==> src/rtl/dds_ctrl_pkg.sv <==
// Shared definitions for the DDS frequency-sweep controller.
//   state_e       : sweep controller FSM states
//   PHASE_W_DEF   : default phase/frequency word width
//   DWELL_W_DEF   : default dwell counter width
package dds_ctrl_pkg;

  localparam int unsigned PHASE_W_DEF = 16;
  localparam int unsigned DWELL_W_DEF = 16;

  typedef enum logic [1:0] {
    IDLE = 2'd0,
    RUN  = 2'd1,
    DONE = 2'd2
  } state_e;

endpackage

==> src/rtl/dds_sweep_ctrl_phase_acc.sv <==
// Registered modulo-2^W phase accumulator.
//   clk, rst : clock, async active-high reset
//   clr_i    : synchronous clear (wins over en_i)
//   en_i     : add inc_i this cycle
//   inc_i    : phase increment
//   acc_o    : accumulated phase (registered)
module phase_acc #(
  parameter int unsigned W = 16
) (
  input  logic         clk,
  input  logic         rst,
  input  logic         clr_i,
  input  logic         en_i,
  input  logic [W-1:0] inc_i,
  output logic [W-1:0] acc_o
);

  logic [W-1:0] acc_q;

  // Carry out of the MSB is dropped: the phase wraps naturally.
  always_ff @(posedge clk or posedge rst) begin
    if (rst) begin
      acc_q <= '0;
    end else if (clr_i) begin
      acc_q <= '0;
    end else if (en_i) begin
      acc_q <= acc_q + inc_i;
    end
  end

  assign acc_o = acc_q;

endmodule

==> src/rtl/dds_sweep_ctrl.sv <==
// Frequency-sweep controller feeding accumulated phase words to a DDS over
// an AXI-stream style handshake.
//   clk, rst             : clock, async active-high reset
//   start, abort         : single-cycle launch / cancel requests
//   f_start/f_stop/f_step: sweep increments, sampled at accepted start
//   dwell                : accepted beats per frequency (0 behaves as 1)
//   m_axis_phase_*       : phase beat stream to the DDS
//   busy                 : sweep in progress (RUN or DONE)
//   done                 : one-cycle pulse on natural completion
module dds_sweep_ctrl
  import dds_ctrl_pkg::*;
#(
  parameter int unsigned PHASE_W = PHASE_W_DEF,
  parameter int unsigned DWELL_W = DWELL_W_DEF
) (
  input  logic               clk,
  input  logic               rst,
  input  logic               start,
  input  logic               abort,
  input  logic [PHASE_W-1:0] f_start,
  input  logic [PHASE_W-1:0] f_stop,
  input  logic [PHASE_W-1:0] f_step,
  input  logic [DWELL_W-1:0] dwell,
  output logic               m_axis_phase_tvalid,
  output logic [PHASE_W-1:0] m_axis_phase_tdata,
  input  logic               m_axis_phase_tready,
  output logic               busy,
  output logic               done
);

  state_e             state_q;
  logic [PHASE_W-1:0] inc_q;
  logic [PHASE_W-1:0] stop_q;
  logic [PHASE_W-1:0] step_q;
  logic [DWELL_W-1:0] dwell_q;
  logic [DWELL_W-1:0] cnt_q;
  logic               tvalid_q;
  logic               busy_q;
  logic               done_q;

  logic               start_ok;
  logic               hs;
  logic               last_beat;
  logic [PHASE_W:0]   next_inc;
  logic               acc_en;

  assign start_ok  = (state_q == IDLE) && start && !abort;
  assign hs        = (state_q == RUN) && tvalid_q && m_axis_phase_tready;
  assign last_beat = (cnt_q == (dwell_q - DWELL_W'(1)));
  // One extra bit so increment + step cannot wrap below f_stop.
  assign next_inc  = {1'b0, inc_q} + {1'b0, step_q};
  // A beat accepted in the abort cycle is abandoned with the sweep.
  assign acc_en    = hs && !abort;

  phase_acc #(.W(PHASE_W)) u_phase_acc (
    .clk   (clk),
    .rst   (rst),
    .clr_i (start_ok),
    .en_i  (acc_en),
    .inc_i (inc_q),
    .acc_o (m_axis_phase_tdata)
  );

  // Sweep FSM with registered stream/status outputs.
  always_ff @(posedge clk or posedge rst) begin
    if (rst) begin
      state_q  <= IDLE;
      inc_q    <= '0;
      stop_q   <= '0;
      step_q   <= '0;
      dwell_q  <= '0;
      cnt_q    <= '0;
      tvalid_q <= 1'b0;
      busy_q   <= 1'b0;
      done_q   <= 1'b0;
    end else begin
      case (state_q)
        IDLE: begin
          tvalid_q <= 1'b0;
          busy_q   <= 1'b0;
          done_q   <= 1'b0;
          if (start_ok) begin
            inc_q    <= f_start;
            stop_q   <= f_stop;
            step_q   <= f_step;
            dwell_q  <= (dwell == '0) ? DWELL_W'(1) : dwell;
            cnt_q    <= '0;
            tvalid_q <= 1'b1;
            busy_q   <= 1'b1;
            state_q  <= RUN;
          end
        end
        RUN: begin
          if (abort) begin
            tvalid_q <= 1'b0;
            busy_q   <= 1'b0;
            state_q  <= IDLE;
          end else if (hs) begin
            if (last_beat) begin
              cnt_q <= '0;
              if (next_inc <= {1'b0, stop_q}) begin
                inc_q <= next_inc[PHASE_W-1:0];
              end else begin
                tvalid_q <= 1'b0;
                done_q   <= 1'b1;
                state_q  <= DONE;
              end
            end else begin
              cnt_q <= cnt_q + DWELL_W'(1);
            end
          end
        end
        DONE: begin
          done_q  <= 1'b0;
          busy_q  <= 1'b0;
          state_q <= IDLE;
        end
        default: begin
          tvalid_q <= 1'b0;
          busy_q   <= 1'b0;
          done_q   <= 1'b0;
          state_q  <= IDLE;
        end
      endcase
    end
  end

  assign m_axis_phase_tvalid = tvalid_q;
  assign busy                = busy_q;
  assign done                = done_q;

endmodule

==> config.mk <==
export PLATFORM = sky130hd
export DESIGN_NAME = dds_sweep_ctrl
export DESIGN_NICKNAME = d
export VERILOG_FILES = /design/src/rtl/dds_ctrl_pkg.sv /design/src/rtl/dds_sweep_ctrl_phase_acc.sv /design/src/rtl/dds_sweep_ctrl.sv
export SDC_FILE = /design/constraint.sdc
export NUM_CORES = 1
export LEC_CHECK = 0
export BUFFER_PORTS_ARGS = -buffer_cell sky130_fd_sc_hd__buf_2
export CORE_MARGIN = 3
export CORE_UTILIZATION = 53
export DETAILED_ROUTE_END_ITERATION = 6
export GPL_TIMING_DRIVEN = 1
export PLACE_DENSITY = 0.81
export SKIP_CTS_REPAIR_TIMING = 1
export SYNTH_ARGS = -nofsm -noshare
export SYNTH_HDL_FRONTEND = slang
export SYNTH_SLANG_ARGS = --single-unit
==> constraint.sdc <==
create_clock -name clk -period 9.3 [get_ports clk]
set_input_delay 0.465 -clock clk [delete_from_list [all_inputs] [get_ports clk]]
set_output_delay 0.465 -clock clk [all_outputs]
set_load 0.02 [all_outputs]
==> load_flow_metrics.sql, run 1 <==
INSERT INTO impl_metrics (metric_group, metric, value, unit) VALUES
('die', 'start_util', '0.550', ''),
('final_layout', 'mostFrequentLayoutCell', 'sky130_fd_sc_hd__nand2_1', ''),
('global_routing', 'gr-total-overflow', '0', ''),
('timing', 'grt_setup_unrepaired', 'no', ''),
('synthesis', 'synthArstFlopShare', '1.00', ''),
('synthesis', 'synth.distinct_cells', '73', ''),
('synthesis', 'syn_avg_cell_area', '8.72', 'um2'),
('power_and_ir_drop', 'swShare', '0.418', ''),
('timing', 'relSlewSlack', '0.211', ''),
('final_layout', 'n_antenna_cell', '0', ''),
('synthesis', 'yosys_most_used_dff', 'sky130_fd_sc_hd__dfrtp_1', ''),
('power_and_ir_drop', 'power.share.combinational', '0.502', ''),
('synthesis', 'syn-cell-area', '6710', 'um2'),
('run_status', 'outcome', 'completed', ''),
('global_routing', 'global_route_wire_length_before_repair', '26900', 'um'),
('global_routing', 'antenna_found_initial', '0', ''),
('critical_path', 'timing.critical_path.fanout_max', '16', ''),
('place', 'port_buffers', '87', ''),
('clock_network', 'worst_skew_pair.late_latency', '360', 'ps'),
('power_and_ir_drop', 'power.density_cell_area', '266', 'nW/um2'),
('timing', 'setup_tns', '0', 'ps'),
('timing', 'worst_pin_slew', '1180', 'ps'),
('clock_network', 'clkTransAtPathRegs', '70', 'ps'),
('route', 'wl_per_cell', '16.0', 'um'),
('timing', 'layout_worst_path_cycle_share', '0.589', ''),
('synthesis', 'synth_nets', '890', ''),
('die', 'num_io_pins', '88', ''),
('clock_network', 'cts.path.max_buffers', '2', ''),
('route', 'drt_iter0_drc', '423', ''),
('clock_network', 'cts_tree', 'done', ''),
('final_layout', 'layout.nets', '965', ''),
('timing', 'clock.fmax', '183', 'MHz'),
('timing', 'post-route-min-period', '5480', 'ps'),
('clock_network', 'cts.sinks', '101', ''),
('critical_path', 'crit_required', '9540', 'ps'),
('synthesis', 'number_of_flops_mapped_to_enable_cells_by_yosys', '0', ''),
('power_and_ir_drop', 'total_switching_power', '840', 'uW'),
('route', 'routed-via-count', '5750', ''),
('final_layout', 'area_growth_syn_to_layout', '12.6', '%'),
('timing', 'timing_max_transition_violations_final', '0', ''),
('global_routing', 'global_route.usage.total', '0.234', ''),
('worst_hold_path', 'path_type_of_the_worst_min_delay_path', 'input pin to async pin', ''),
('critical_path', 'worst_ep_arrival_time', '5720', 'ps'),
('route', 'drt-vias-per-instance', '5.65', ''),
('route', 'number_of_iterations_in_the_first_detailed_routing_pass', '5', ''),
('die', 'die_w', '119', 'um'),
('synthesis', 'ys_seq_elements', '101', ''),
('synthesis', 'seq_area_frac_synth', '0.376', ''),
('global_routing', 'grt_max_degree', '82', ''),
('timing', 'finalSetupViolCount', '0', ''),
('place', 'finalWeightedCongestion', '0.886', ''),
('die', 'core', '12200', 'um2'),
('timing', 'finalHoldViolCount', '0', ''),
('critical_path', 'critical_path.endpoint_type', 'register', ''),
('clock_network', 'cts_buffers', '9', ''),
('power_and_ir_drop', 'worst_ir_drop_vdd', '0.000127', 'V'),
('route', 'detail_route.drc_violations', '0', ''),
('die', 'dieHeight', '119', 'um'),
('run', 'max-cap-violations', '0', ''),
('final_layout', 'final_cell_mix', '160 x sky130_fd_sc_hd__nand2_1, 101 x sky130_fd_sc_hd__dfrtp_1, 87 x sky130_fd_sc_hd__buf_2', ''),
('power_and_ir_drop', 'share_of_power_burned_in_the_clock_network', '0.192', ''),
('route', 'antenna_violating_nets_post_route', '0', ''),
('die', 'dieArea', '14100', 'um2'),
('die', 'std_cell_rows', '40', ''),
('power_and_ir_drop', 'power_leakage', '0.00368', 'uW'),
('power_and_ir_drop', 'power.share.sequential', '0.306', ''),
('critical_path', 'startpoint_class_of_the_critical_path', 'register', ''),
('timing', 'worst_clock_skew', '11.7', 'ps'),
('power_and_ir_drop', 'cell_internal_power_dissipation', '1170', 'uW'),
('global_routing', 'first_global_vias', '5385', ''),
('clock_network', 'clock_tree.htree_level_count', '3', ''),
('power_and_ir_drop', 'report.power.total', '2010', 'uW'),
('route', 'detail_route.wirelength', '16300', 'um'),
('synthesis', 'synthCells', '770', ''),
('synthesis', 'synth-warning-count', '0', ''),
('critical_path', 'worstSetupPathType', 'register to register', ''),
('place', 'dp_hpwl', '12100', 'um'),
('clock_network', 'cts_root_buffer', 'sky130_fd_sc_hd__clkbuf_16', ''),
('final_layout', 'drive_gt1_frac', '0.168', '');
## power groups by stage
stage	registers, uW	clock network (uW)	logic, uW
finish	614	387	1010
global route	625	410	1130
CTS	614	393	1000
detailed placement	621	0	991
global placement	619	0	961
floorplan	598	0	780
## state kept, by name, indices dropped and copies added (netlist names)
name                 count
state_q                  2
dwell_q                 16
cnt_q                   16
busy                     1
u_phase_acc.acc_o       16
stop_q                  16
m_axis_phase_tvalid      1
step_q                  16
done                     1
inc_q                   16
## Yosys cell counts, types with 3 or more instances
library cell / instances / area [um2]
sky130_fd_sc_hd__a211oi_1: 7 / 52.6
sky130_fd_sc_hd__clkbuf_1: 17 / 63.8
sky130_fd_sc_hd__xnor2_1: 25 / 219
sky130_fd_sc_hd__buf_1: 4 / 15.0
sky130_fd_sc_hd__nor2_1: 55 / 206
sky130_fd_sc_hd__o22ai_1: 3 / 18.8
sky130_fd_sc_hd__ha_1: 49 / 613
sky130_fd_sc_hd__nand3b_1: 3 / 22.5
sky130_fd_sc_hd__nand2_1: 160 / 601
sky130_fd_sc_hd__mux2_4: 5 / 75.1
sky130_fd_sc_hd__a21o_1: 10 / 75.1
sky130_fd_sc_hd__mux2_2: 10 / 113
sky130_fd_sc_hd__a21boi_0: 3 / 22.5
sky130_fd_sc_hd__nor4b_1: 3 / 26.3
sky130_fd_sc_hd__nor3_1: 14 / 70.1
sky130_fd_sc_hd__o31ai_1: 6 / 45.0
sky130_fd_sc_hd__nand3_1: 25 / 125
sky130_fd_sc_hd__and3_1: 4 / 25.0
sky130_fd_sc_hd__or2_2: 4 / 25.0
sky130_fd_sc_hd__o211ai_1: 4 / 30.0
sky130_fd_sc_hd__a31oi_1: 7 / 43.8
sky130_fd_sc_hd__nor2b_1: 8 / 50.1
sky130_fd_sc_hd__inv_1: 38 / 143
sky130_fd_sc_hd__nor3b_1: 7 / 52.6
sky130_fd_sc_hd__o21a_1: 6 / 45.0
sky130_fd_sc_hd__dfrtp_1: 101 / 2530
sky130_fd_sc_hd__nand2b_1: 4 / 25.0
sky130_fd_sc_hd__mux2i_1: 13 / 130
sky130_fd_sc_hd__nand4_1: 9 / 56.3
sky130_fd_sc_hd__a21oi_1: 34 / 170
sky130_fd_sc_hd__o21ai_0: 46 / 230
sky130_fd_sc_hd__nor4_1: 5 / 31.3
sky130_fd_sc_hd__or3_1: 4 / 25.0
sky130_fd_sc_hd__xor2_1: 22 / 193
## metrics by stage
step | area [um2] | utilization | cells | hold slack, ps | worst slack (ps)
floorplan | 6710 | - | 770 | 450 | 4820
global placement | 7260 | 0.595 | 1002 | 428 | 4140
detailed placement | 7260 | 0.595 | 1002 | 427 | 3980
CTS | 7560 | 0.619 | 1018 | 50.8 | 3920
global route | 7560 | 0.619 | 1018 | 61.0 | 3470
finish | 7560 | 0.619 | 1018 | 43.8 | 3820
## logic make-up after synthesis
logic type / after synthesis / synth area share
flops: 101 / 0.376
mux: 28 / 0.0473
xor+xnor: 47 / 0.0613
buf+inv: 67 / 0.0440
simple gates: 323 / 0.226
fa+ha+maj: 51 / 0.0973
compound gates: 153 / 0.147
## critical path, stage by stage (launching register included)
cell and delay (ps):
sky130_fd_sc_hd__dfrtp_1 410, sky130_fd_sc_hd__ha_1 230, sky130_fd_sc_hd__fa_1 430, sky130_fd_sc_hd__a211oi_1 360
sky130_fd_sc_hd__o211ai_1 200, sky130_fd_sc_hd__a31oi_1 280, sky130_fd_sc_hd__o21a_1 260, sky130_fd_sc_hd__o21ai_0 130
sky130_fd_sc_hd__a211oi_1 360, sky130_fd_sc_hd__nor2_1 80, sky130_fd_sc_hd__ha_1 310, sky130_fd_sc_hd__a21o_1 180
sky130_fd_sc_hd__a21oi_1 220, sky130_fd_sc_hd__o211ai_1 130, sky130_fd_sc_hd__a211oi_1 180, sky130_fd_sc_hd__o21ai_0 170
sky130_fd_sc_hd__a21o_1 210, sky130_fd_sc_hd__o31ai_4 800, sky130_fd_sc_hd__mux2_2 430
## final timing paths
path                                start   endpoint  slack, ps  depth (start not counted)
max in group asynchronous             rst   inc_q[9]       7960                          3
worst min-delay path                  rst  stop_q[0]         40                          2
worst max-delay path             inc_q[0]  inc_q[11]       3820                         18
min in group clk                f_step[9]  step_q[9]        290                          3
worst max register to register   inc_q[0]  inc_q[11]       3820                         18
worst min register to register       busy       busy        480                          2
## routing by layer
metal	GRT usage	vias to the layer above	routed length, um
met4	0.0652	0	334
met2	0.375	142	7510
li1	-	2845	-
met3	0.0431	24	736
met5	0	-	0
met1	0.327	2739	7690
## layout make-up
cell class / count / area [um2]
fill: 1113 / 4650
multi-input combinational: 602 / 3900
sequential: 101 / 2530
timing repair buffer: 93 / 480
clock buffer: 9 / 225
tap: 168 / 210
inverter: 38 / 145
clock inverter: 7 / 73.8
Note: power is estimated with default switching activity, not from simulation.
==> run 2, diff against run 1 <==
==> constraint.sdc (replaced) <==
create_clock -name clk -period 5.5 [get_ports clk]
set_input_delay 0.275 -clock clk [delete_from_list [all_inputs] [get_ports clk]]
set_output_delay 0.275 -clock clk [all_outputs]
set_load 0.02 [all_outputs]
==> run 2 against run 1 <==
Core utilization rose by 0.38 points. Cell area up 0.61%. Sequential share of layout area is 0.20 points lower. Global-route usage down 0.24 points. Critical endpoint is now inc_q[14]. Count of clock-buffer cells in the layout did not move. Largest cell class unchanged. Fmax grew 5.9%. Total power increased by 73%. Sequential power up 69%.
==> load_flow_metrics.sql, run 2 (synthesis gave the netlist of run 1 again) <==
INSERT INTO impl_metrics (metric_group, metric, value, unit) VALUES
('run_status', 'outcome', 'completed', ''),
('critical_path', 'startpoint_class_of_the_critical_path', 'register', ''),
('final_layout', 'final_cell_mix', '160 x sky130_fd_sc_hd__nand2_1, 101 x sky130_fd_sc_hd__dfrtp_1, 87 x sky130_fd_sc_hd__buf_2', ''),
('final_layout', 'layout.filler_cells', '1073', ''),
('critical_path', 'cp_num_cells', '19', ''),
('final_layout', 'n_antenna_cell', '0', ''),
('die', 'core', '12200', 'um2'),
('power_and_ir_drop', 'power.density_cell_area', '457', 'nW/um2'),
('critical_path', 'worst_ep_arrival_time', '5410', 'ps'),
('place', 'port_buffers', '87', ''),
('timing', 'setup_tns', '0', 'ps'),
('critical_path', 'crit_required', '5740', 'ps'),
('timing', 'timing_max_transition_violations_final', '0', ''),
('clock_network', 'worst_skew_pair.late_latency', '350', 'ps'),
('place', 'finalWeightedCongestion', '0.871', ''),
('route', 'dr_wl_met2', '7450', 'um'),
('final_layout', 'final_cells', '1018', ''),
('timing', 'layout_setup_ws', '327', 'ps'),
('critical_path', 'slowest_cell_on_the_critical_path', 'sky130_fd_sc_hd__fa_1', ''),
('timing', 'worst_pin_slew', '1040', 'ps'),
('timing', 'worst_clock_skew', '9.86', 'ps'),
('critical_path', 'critPathBufInv', '1', ''),
('critical_path', 'crit_path_frequent_cell', 'sky130_fd_sc_hd__a211oi_1', ''),
('final_layout', 'mostFrequentLayoutCell', 'sky130_fd_sc_hd__nand2_1', ''),
('clock_network', 'cts.path.max_buffers', '2', ''),
('die', 'start_util', '0.550', ''),
('die', 'dieHeight', '119', 'um'),
('final_layout', 'postLayoutCoreUtil', '0.623', ''),
('place', 'dp_hpwl', '11800', 'um'),
('place', 'total_placed_cells_including_tap_cells', '1003', ''),
('route', 'detail_route.wirelength', '16100', 'um'),
('run', 'max-cap-violations', '0', ''),
('clock_network', 'cts_root_buffer', 'sky130_fd_sc_hd__clkbuf_16', ''),
('timing', 'finalHoldViolCount', '0', ''),
('critical_path', 'critPathMaxStageDelay', '430', 'ps'),
('die', 'num_io_pins', '88', ''),
('critical_path', 'critical_path.endpoint_type', 'register', ''),
('timing', 'finalSetupViolCount', '0', ''),
('critical_path', 'timing.critical_path.fanout_max', '16', ''),
('clock_network', 'cts_buffers', '9', ''),
('global_routing', 'grt_max_degree', '66', ''),
('critical_path', 'worstSetupPathType', 'register to register', ''),
('clock_network', 'cts_tree', 'done', ''),
('global_routing', 'antenna_found_initial', '0', ''),
('timing', 'clock.fmax', '193', 'MHz'),
('global_routing', 'global_route_wire_length_before_repair', '26500', 'um'),
('global_routing', 'gr-total-overflow', '0', ''),
('final_layout', 'area_growth_syn_to_layout', '13.3', '%'),
('route', 'uppermost_layer_routed', 'met4', ''),
('final_layout', 'drive_gt1_frac', '0.168', ''),
('route', 'detail_route.drc_violations', '0', ''),
('power_and_ir_drop', 'report.power.total', '3480', 'uW'),
('timing', 'post-route-min-period', '5170', 'ps'),
('clock_network', 'cts.sinks', '101', ''),
('critical_path', 'setup.reg_to_reg.worst_slack', '330', 'ps'),
('route', 'detail_route.wirelength.met1', '7370', 'um'),
('route', 'drt-vias-per-instance', '5.62', ''),
('route', 'antenna_violating_nets_post_route', '0', ''),
('route', 'sum_of_met3_wire_segment_lengths_after_detailed_routing', '912', 'um'),
('timing', 'grt_setup_unrepaired', 'no', ''),
('timing', 'relSlewSlack', '0.302', ''),
('global_routing', 'global_route.usage.total', '0.232', ''),
('critical_path', 'reg2regPathDepth', '19', ''),
('clock_network', 'clkTransAtPathRegs', '70', 'ps'),
('die', 'die_w', '119', 'um'),
('route', 'number_of_iterations_in_the_first_detailed_routing_pass', '5', ''),
('critical_path', 'crit_family', 'compound AO/OA/AOI/OAI gates', ''),
('clock_network', 'clock_tree.htree_level_count', '3', ''),
('final_layout', 'layout.nets', '966', ''),
('route', 'drt_iter0_drc', '340', ''),
('power_and_ir_drop', 'worst_ir_drop_vdd', '0.000312', 'V'),
('die', 'std_cell_rows', '40', ''),
('route', 'wl_per_cell', '15.8', 'um'),
('critical_path', 'critical_path.cell_chain', 'ha_1 > fa_1 > a211oi_1 > o211ai_1 > a31oi_1 > o21a_1 > o21ai_0 > a211oi_1 > nor2_1 > ha_1 > a21o_1 > a21oi_1 > o211ai_1 > a211oi_1 > o21ai_0 > a21o_1 > o31ai_4 > buf_4 > mux2_2', ''),
('worst_hold_path', 'path_type_of_the_worst_min_delay_path', 'input pin to async pin', ''),
('die', 'dieArea', '14100', 'um2'),
('route', 'routed-via-count', '5720', ''),
('power_and_ir_drop', 'power_leakage', '0.00369', 'uW'),
('place', 'place_worst_setup_slack', '534', 'ps'),
('global_routing', 'first_global_vias', '5440', ''),
('timing', 'layout_worst_path_cycle_share', '0.941', '');
[run 2: changes by cell type in the layout (fill, tap and decap cells not counted)]
cell,change
sky130_fd_sc_hd__inv_6,-2
sky130_fd_sc_hd__bufinv_16,+2
sky130_fd_sc_hd__clkinv_4,-1
sky130_fd_sc_hd__clkinvlp_4,+2
sky130_fd_sc_hd__buf_4,+1
sky130_fd_sc_hd__clkinv_2,-2
[run 2: layout make-up]
cell class / count / area, um2 / share of cell area
Sequential cell: 101 / 2530 / 0.332
Clock buffer: 9 / 225 / 0.0296
Multi-Input combinational cell: 602 / 3900 / 0.512
Clock inverter: 6 / 113 / 0.0148
Tap cell: 168 / 210 / 0.0276
Timing Repair Buffer: 94 / 488 / 0.0642
Inverter: 38 / 145 / 0.0191
[run 2: path summary, 6_finish.rpt]
check | from | to
worst max-delay path | inc_q[0] | inc_q[14]
worst min-delay path | rst | stop_q[3]
worst max register to register | inc_q[0] | inc_q[14]
worst min register to register | busy | busy
max in group asynchronous | rst | u_phase_acc.acc_o[5]
min in group clk | f_step[10] | step_q[10]
[run 2: worst reg2reg max path, delay by kind of cell, from the launching register on]
family                   cells  cell delay (ps)
multiplexers                 1              380
AND/OR/NAND/NOR              1              100
buffers and inverters        1              320
flip-flops                   1              410
AO/OA/AOI/OAI               13             2840
adder cells (fa/ha/maj)      3             1010
[run 2: metal layers]
metal / vias to the layer above / global-route usage
met5: - / 0
met4: 0 / 0.0775
met3: 23 / 0.0459
met2: 156 / 0.378
met1: 2690 / 0.310
li1: 2851 / -
[run 2: power breakdown]
part / internal [uW] / leakage [uW] / total (uW) / switching, uW
sequential: 886 / 0.00129 / 1040 / 156
combinational: 739 / 0.00225 / 1710 / 972
clock: 442 / 0.000154 / 726 / 284
total: 2070 / 0.00369 / 3480 / 1410
[run 2: per-stage QoR]
stage	hold slack, ps	instance area (um2)
6_report	4.85	7610
3_5_place_dp	418	7270
2_1_floorplan	380	6710
5_1_grt	76.2	7610
4_1_cts	40.0	7610
3_3_place_gp	411	7270
==> run 3, diff against run 2 <==
--- a/config.mk
+++ b/config.mk
@@ -6,11 +6,14 @@
 export NUM_CORES = 1
 export LEC_CHECK = 0
 export BUFFER_PORTS_ARGS = -buffer_cell sky130_fd_sc_hd__buf_2
+export CELL_PAD_IN_SITES_DETAIL_PLACEMENT = 0
+export CELL_PAD_IN_SITES_GLOBAL_PLACEMENT = 1
 export CORE_MARGIN = 3
-export CORE_UTILIZATION = 53
+export CORE_UTILIZATION = 46
+export CTS_BUF_LIST = sky130_fd_sc_hd__clkbuf_8
 export DETAILED_ROUTE_END_ITERATION = 6
 export GPL_TIMING_DRIVEN = 1
-export PLACE_DENSITY = 0.81
+export PLACE_DENSITY = 0.9
 export SKIP_CTS_REPAIR_TIMING = 1
 export SYNTH_ARGS = -nofsm -noshare
 export SYNTH_HDL_FRONTEND = slang
==> run 3 against run 2 <==
Register-to-register slack improved by 270 ps. Final cell count rose by 1.5%. Die area rose by 14%. Sequential cell count did not move. Worst setup slack improved by 270 ps. Non-clock buffer count rose by 2. Sequential power barely moved. Critical path depth did not move. Fmax rose by 5.5%. Combinational power barely moved. Routed wire length rose by 2.3%. Highest routed layer unchanged.
==> load_flow_metrics.sql, run 3 (synthesis gave the netlist of run 1 again) <==
INSERT INTO impl_metrics (metric_group, metric, value, unit) VALUES
('run_status', 'outcome', 'completed', ''),
('place', 'finalWeightedCongestion', '0.847', ''),
('route', 'detail_route.wirelength', '16400', 'um'),
('final_layout', 'final_cell_mix', '160 x sky130_fd_sc_hd__nand2_1, 101 x sky130_fd_sc_hd__dfrtp_1, 87 x sky130_fd_sc_hd__buf_2', ''),
('timing', 'worst_pin_slew', '960', 'ps'),
('timing', 'finalSetupViolCount', '0', ''),
('critical_path', 'worst_ep_arrival_time', '5190', 'ps'),
('power_and_ir_drop', 'power.share.sequential', '0.327', ''),
('die', 'core', '14100', 'um2'),
('timing', 'timing_max_transition_violations_final', '0', ''),
('final_layout', 'multi_input_logic_area', '3900', 'um2'),
('timing', 'worst_clock_skew', '15.3', 'ps'),
('critical_path', 'reg2regPathDepth', '19', ''),
('final_layout', 'n_antenna_cell', '0', ''),
('final_layout', 'finalInstanceArea', '7480', 'um2'),
('critical_path', 'beginning_of_the_critical_path', 'inc_q[0]', ''),
('timing', 'clock.fmax', '204', 'MHz'),
('power_and_ir_drop', 'report.power.total', '3180', 'uW'),
('die', 'start_util', '0.476', ''),
('global_routing', 'antenna_found_initial', '0', ''),
('clock_network', 'cts_tree', 'done', ''),
('place', 'dp_hpwl', '12200', 'um'),
('power_and_ir_drop', 'swShare', '0.432', ''),
('critical_path', 'endpoint', 'inc_q[12]', ''),
('global_routing', 'grt_max_degree', '75', ''),
('die', 'dieHeight', '127', 'um'),
('final_layout', 'final_cells', '1033', ''),
('critical_path', 'crit_required', '5780', 'ps'),
('critical_path', 'regToRegStartpoint', 'inc_q[0]', ''),
('run', 'max-cap-violations', '0', ''),
('place', 'total_placed_cells_including_tap_cells', '1016', ''),
('die', 'die_w', '127', 'um'),
('route', 'routed-via-count', '5669', ''),
('timing', 'layout_worst_path_cycle_share', '0.892', ''),
('power_and_ir_drop', 'worst_ir_drop_vdd', '0.000221', 'V'),
('power_and_ir_drop', 'power_leakage', '0.00365', 'uW'),
('route', 'wl_per_cell', '15.9', 'um'),
('critical_path', 'critical_path.endpoint_type', 'register', ''),
('final_layout', 'area_growth_syn_to_layout', '11.4', '%'),
('timing', 'finalHoldViolCount', '0', ''),
('timing', 'grt_setup_unrepaired', 'no', ''),
('global_routing', 'global_route_wire_length_before_repair', '26900', 'um'),
('power_and_ir_drop', 'power.density_cell_area', '425', 'nW/um2'),
('clock_network', 'cts_root_buffer', 'sky130_fd_sc_hd__clkbuf_8', ''),
('critical_path', 'worstSetupPathType', 'register to register', ''),
('power_and_ir_drop', 'power.share.combinational', '0.532', ''),
('power_and_ir_drop', 'cell_internal_power_dissipation', '1810', 'uW'),
('clock_network', 'cts.sinks', '101', ''),
('power_and_ir_drop', 'share_of_power_burned_in_the_clock_network', '0.141', ''),
('place', 'port_buffers', '87', ''),
('timing', 'setup_tns', '0', 'ps'),
('global_routing', 'gr-total-overflow', '0', ''),
('place', 'place_worst_setup_slack', '663', 'ps'),
('power_and_ir_drop', 'total_switching_power', '1370', 'uW'),
('timing', 'layout_setup_ws', '595', 'ps'),
('critical_path', 'startpoint_class_of_the_critical_path', 'register', ''),
('die', 'dieArea', '16100', 'um2'),
('route', 'drt-vias-per-instance', '5.49', ''),
('clock_network', 'cts.path.max_buffers', '2', ''),
('route', 'number_of_iterations_in_the_first_detailed_routing_pass', '4', ''),
('final_layout', 'layout.nets', '968', ''),
('global_routing', 'first_global_vias', '5367', ''),
('final_layout', 'mostFrequentLayoutCell', 'sky130_fd_sc_hd__nand2_1', ''),
('worst_hold_path', 'path_type_of_the_worst_min_delay_path', 'input pin to register', ''),
('timing', 'post-route-min-period', '4900', 'ps'),
('clock_network', 'worst_skew_pair.late_latency', '390', 'ps'),
('route', 'antenna_violating_nets_post_route', '0', ''),
('timing', 'relSlewSlack', '0.360', ''),
('final_layout', 'final-seq-area', '2530', 'um2'),
('route', 'detail_route.drc_violations', '0', ''),
('critical_path', 'setup.reg_to_reg.worst_slack', '600', 'ps'),
('die', 'std_cell_rows', '43', ''),
('critical_path', 'crit-reg2reg-capture', 'inc_q[12]', ''),
('route', 'drt_iter0_drc', '241', ''),
('global_routing', 'global_route.usage.total', '0.209', ''),
('final_layout', 'layout.filler_cells', '1388', ''),
('clock_network', 'cts_buffers', '9', ''),
('place', 'placed_area', '7290', 'um2'),
('clock_network', 'clock_tree.htree_level_count', '3', ''),
('final_layout', 'drive_gt1_frac', '0.166', ''),
('clock_network', 'clkTransAtPathRegs', '100', 'ps'),
('die', 'num_io_pins', '88', ''),
('critical_path', 'timing.critical_path.fanout_max', '9', '');
==> run 3: cell types whose count changed in the layout (fill, tap and decap cells not counted), sizes merged <==
cell,delta
bufinv,-3
dlygate4sd3,+1
clkinvlp,-2
buf,+1
inv,+4
clkbuf,+2
==> run 3: power groups by stage <==
| stage | clock [uW] | combinational (uW) | sequential [uW] |
|---|---|---|---|
| 2_1_floorplan | 0 | 1320 | 1010 |
| 3_3_place_gp | 0 | 1660 | 1050 |
| 3_5_place_dp | 0 | 1680 | 1050 |
| 4_1_cts | 464 | 1700 | 1040 |
| 5_1_grt | 492 | 1920 | 1060 |
| 6_report | 448 | 1690 | 1040 |
==> run 3: area by class of cell <==
cell class,count,share of cell area
repair buffers,96,0.0676
clock buffers,11,0.0202
inverters,38,0.0194
clock inverters,5,0.00368
multi-input cells,602,0.521
flip-flops and latches,101,0.338
well taps,180,0.0301
==> run 3: how the worst min path moves through the flow <==
stage / startpoint / endpoint / slack [ps] / depth (start not counted)
6_report: f_step[10] / step_q[10] / 60 / 3
5_1_grt: f_step[5] / step_q[5] / 50 / 3
4_1_cts: rst / dwell_q[11] / -130 / 2
3_5_place_dp: rst / dwell_q[11] / 300 / 2
3_3_place_gp: rst / dwell_q[14] / 300 / 2
2_1_floorplan: dwell[10] / dwell_q[10] / 380 / 2
==> run 3: metal layers <==
layer	part of all wire	wire, um	global-route usage
met3	0.044	719	0.0472
met1	0.44	7220	0.264
met4	0.017	282	0.0543
met5	0	0	0
met2	0.50	8210	0.361
==> run 3: worst max-delay path, stage by stage, from the launching register on <==
cell and delay, ps:
sky130_fd_sc_hd__dfrtp_1 410, sky130_fd_sc_hd__ha_1 240, sky130_fd_sc_hd__fa_1 440, sky130_fd_sc_hd__a211oi_1 380, sky130_fd_sc_hd__o211ai_1 170, sky130_fd_sc_hd__a31oi_1 280
sky130_fd_sc_hd__o21a_1 250, sky130_fd_sc_hd__o21ai_0 100, sky130_fd_sc_hd__a211oi_1 330, sky130_fd_sc_hd__nor2_1 80, sky130_fd_sc_hd__ha_1 310, sky130_fd_sc_hd__a21o_1 180
sky130_fd_sc_hd__a21oi_1 190, sky130_fd_sc_hd__o211ai_1 120, sky130_fd_sc_hd__a211oi_1 200, sky130_fd_sc_hd__o21ai_0 150, sky130_fd_sc_hd__a21o_1 200, sky130_fd_sc_hd__o31ai_4 180
sky130_fd_sc_hd__buf_4 240, sky130_fd_sc_hd__mux2_2 360
==> run 3: per-stage QoR <==
stage               hold slack (ps)   util
global placement                297  0.517
global route                   45.7  0.531
finish                         63.6  0.531
detailed placement              298  0.517
floorplan                       380      -
CTS                            -126  0.530
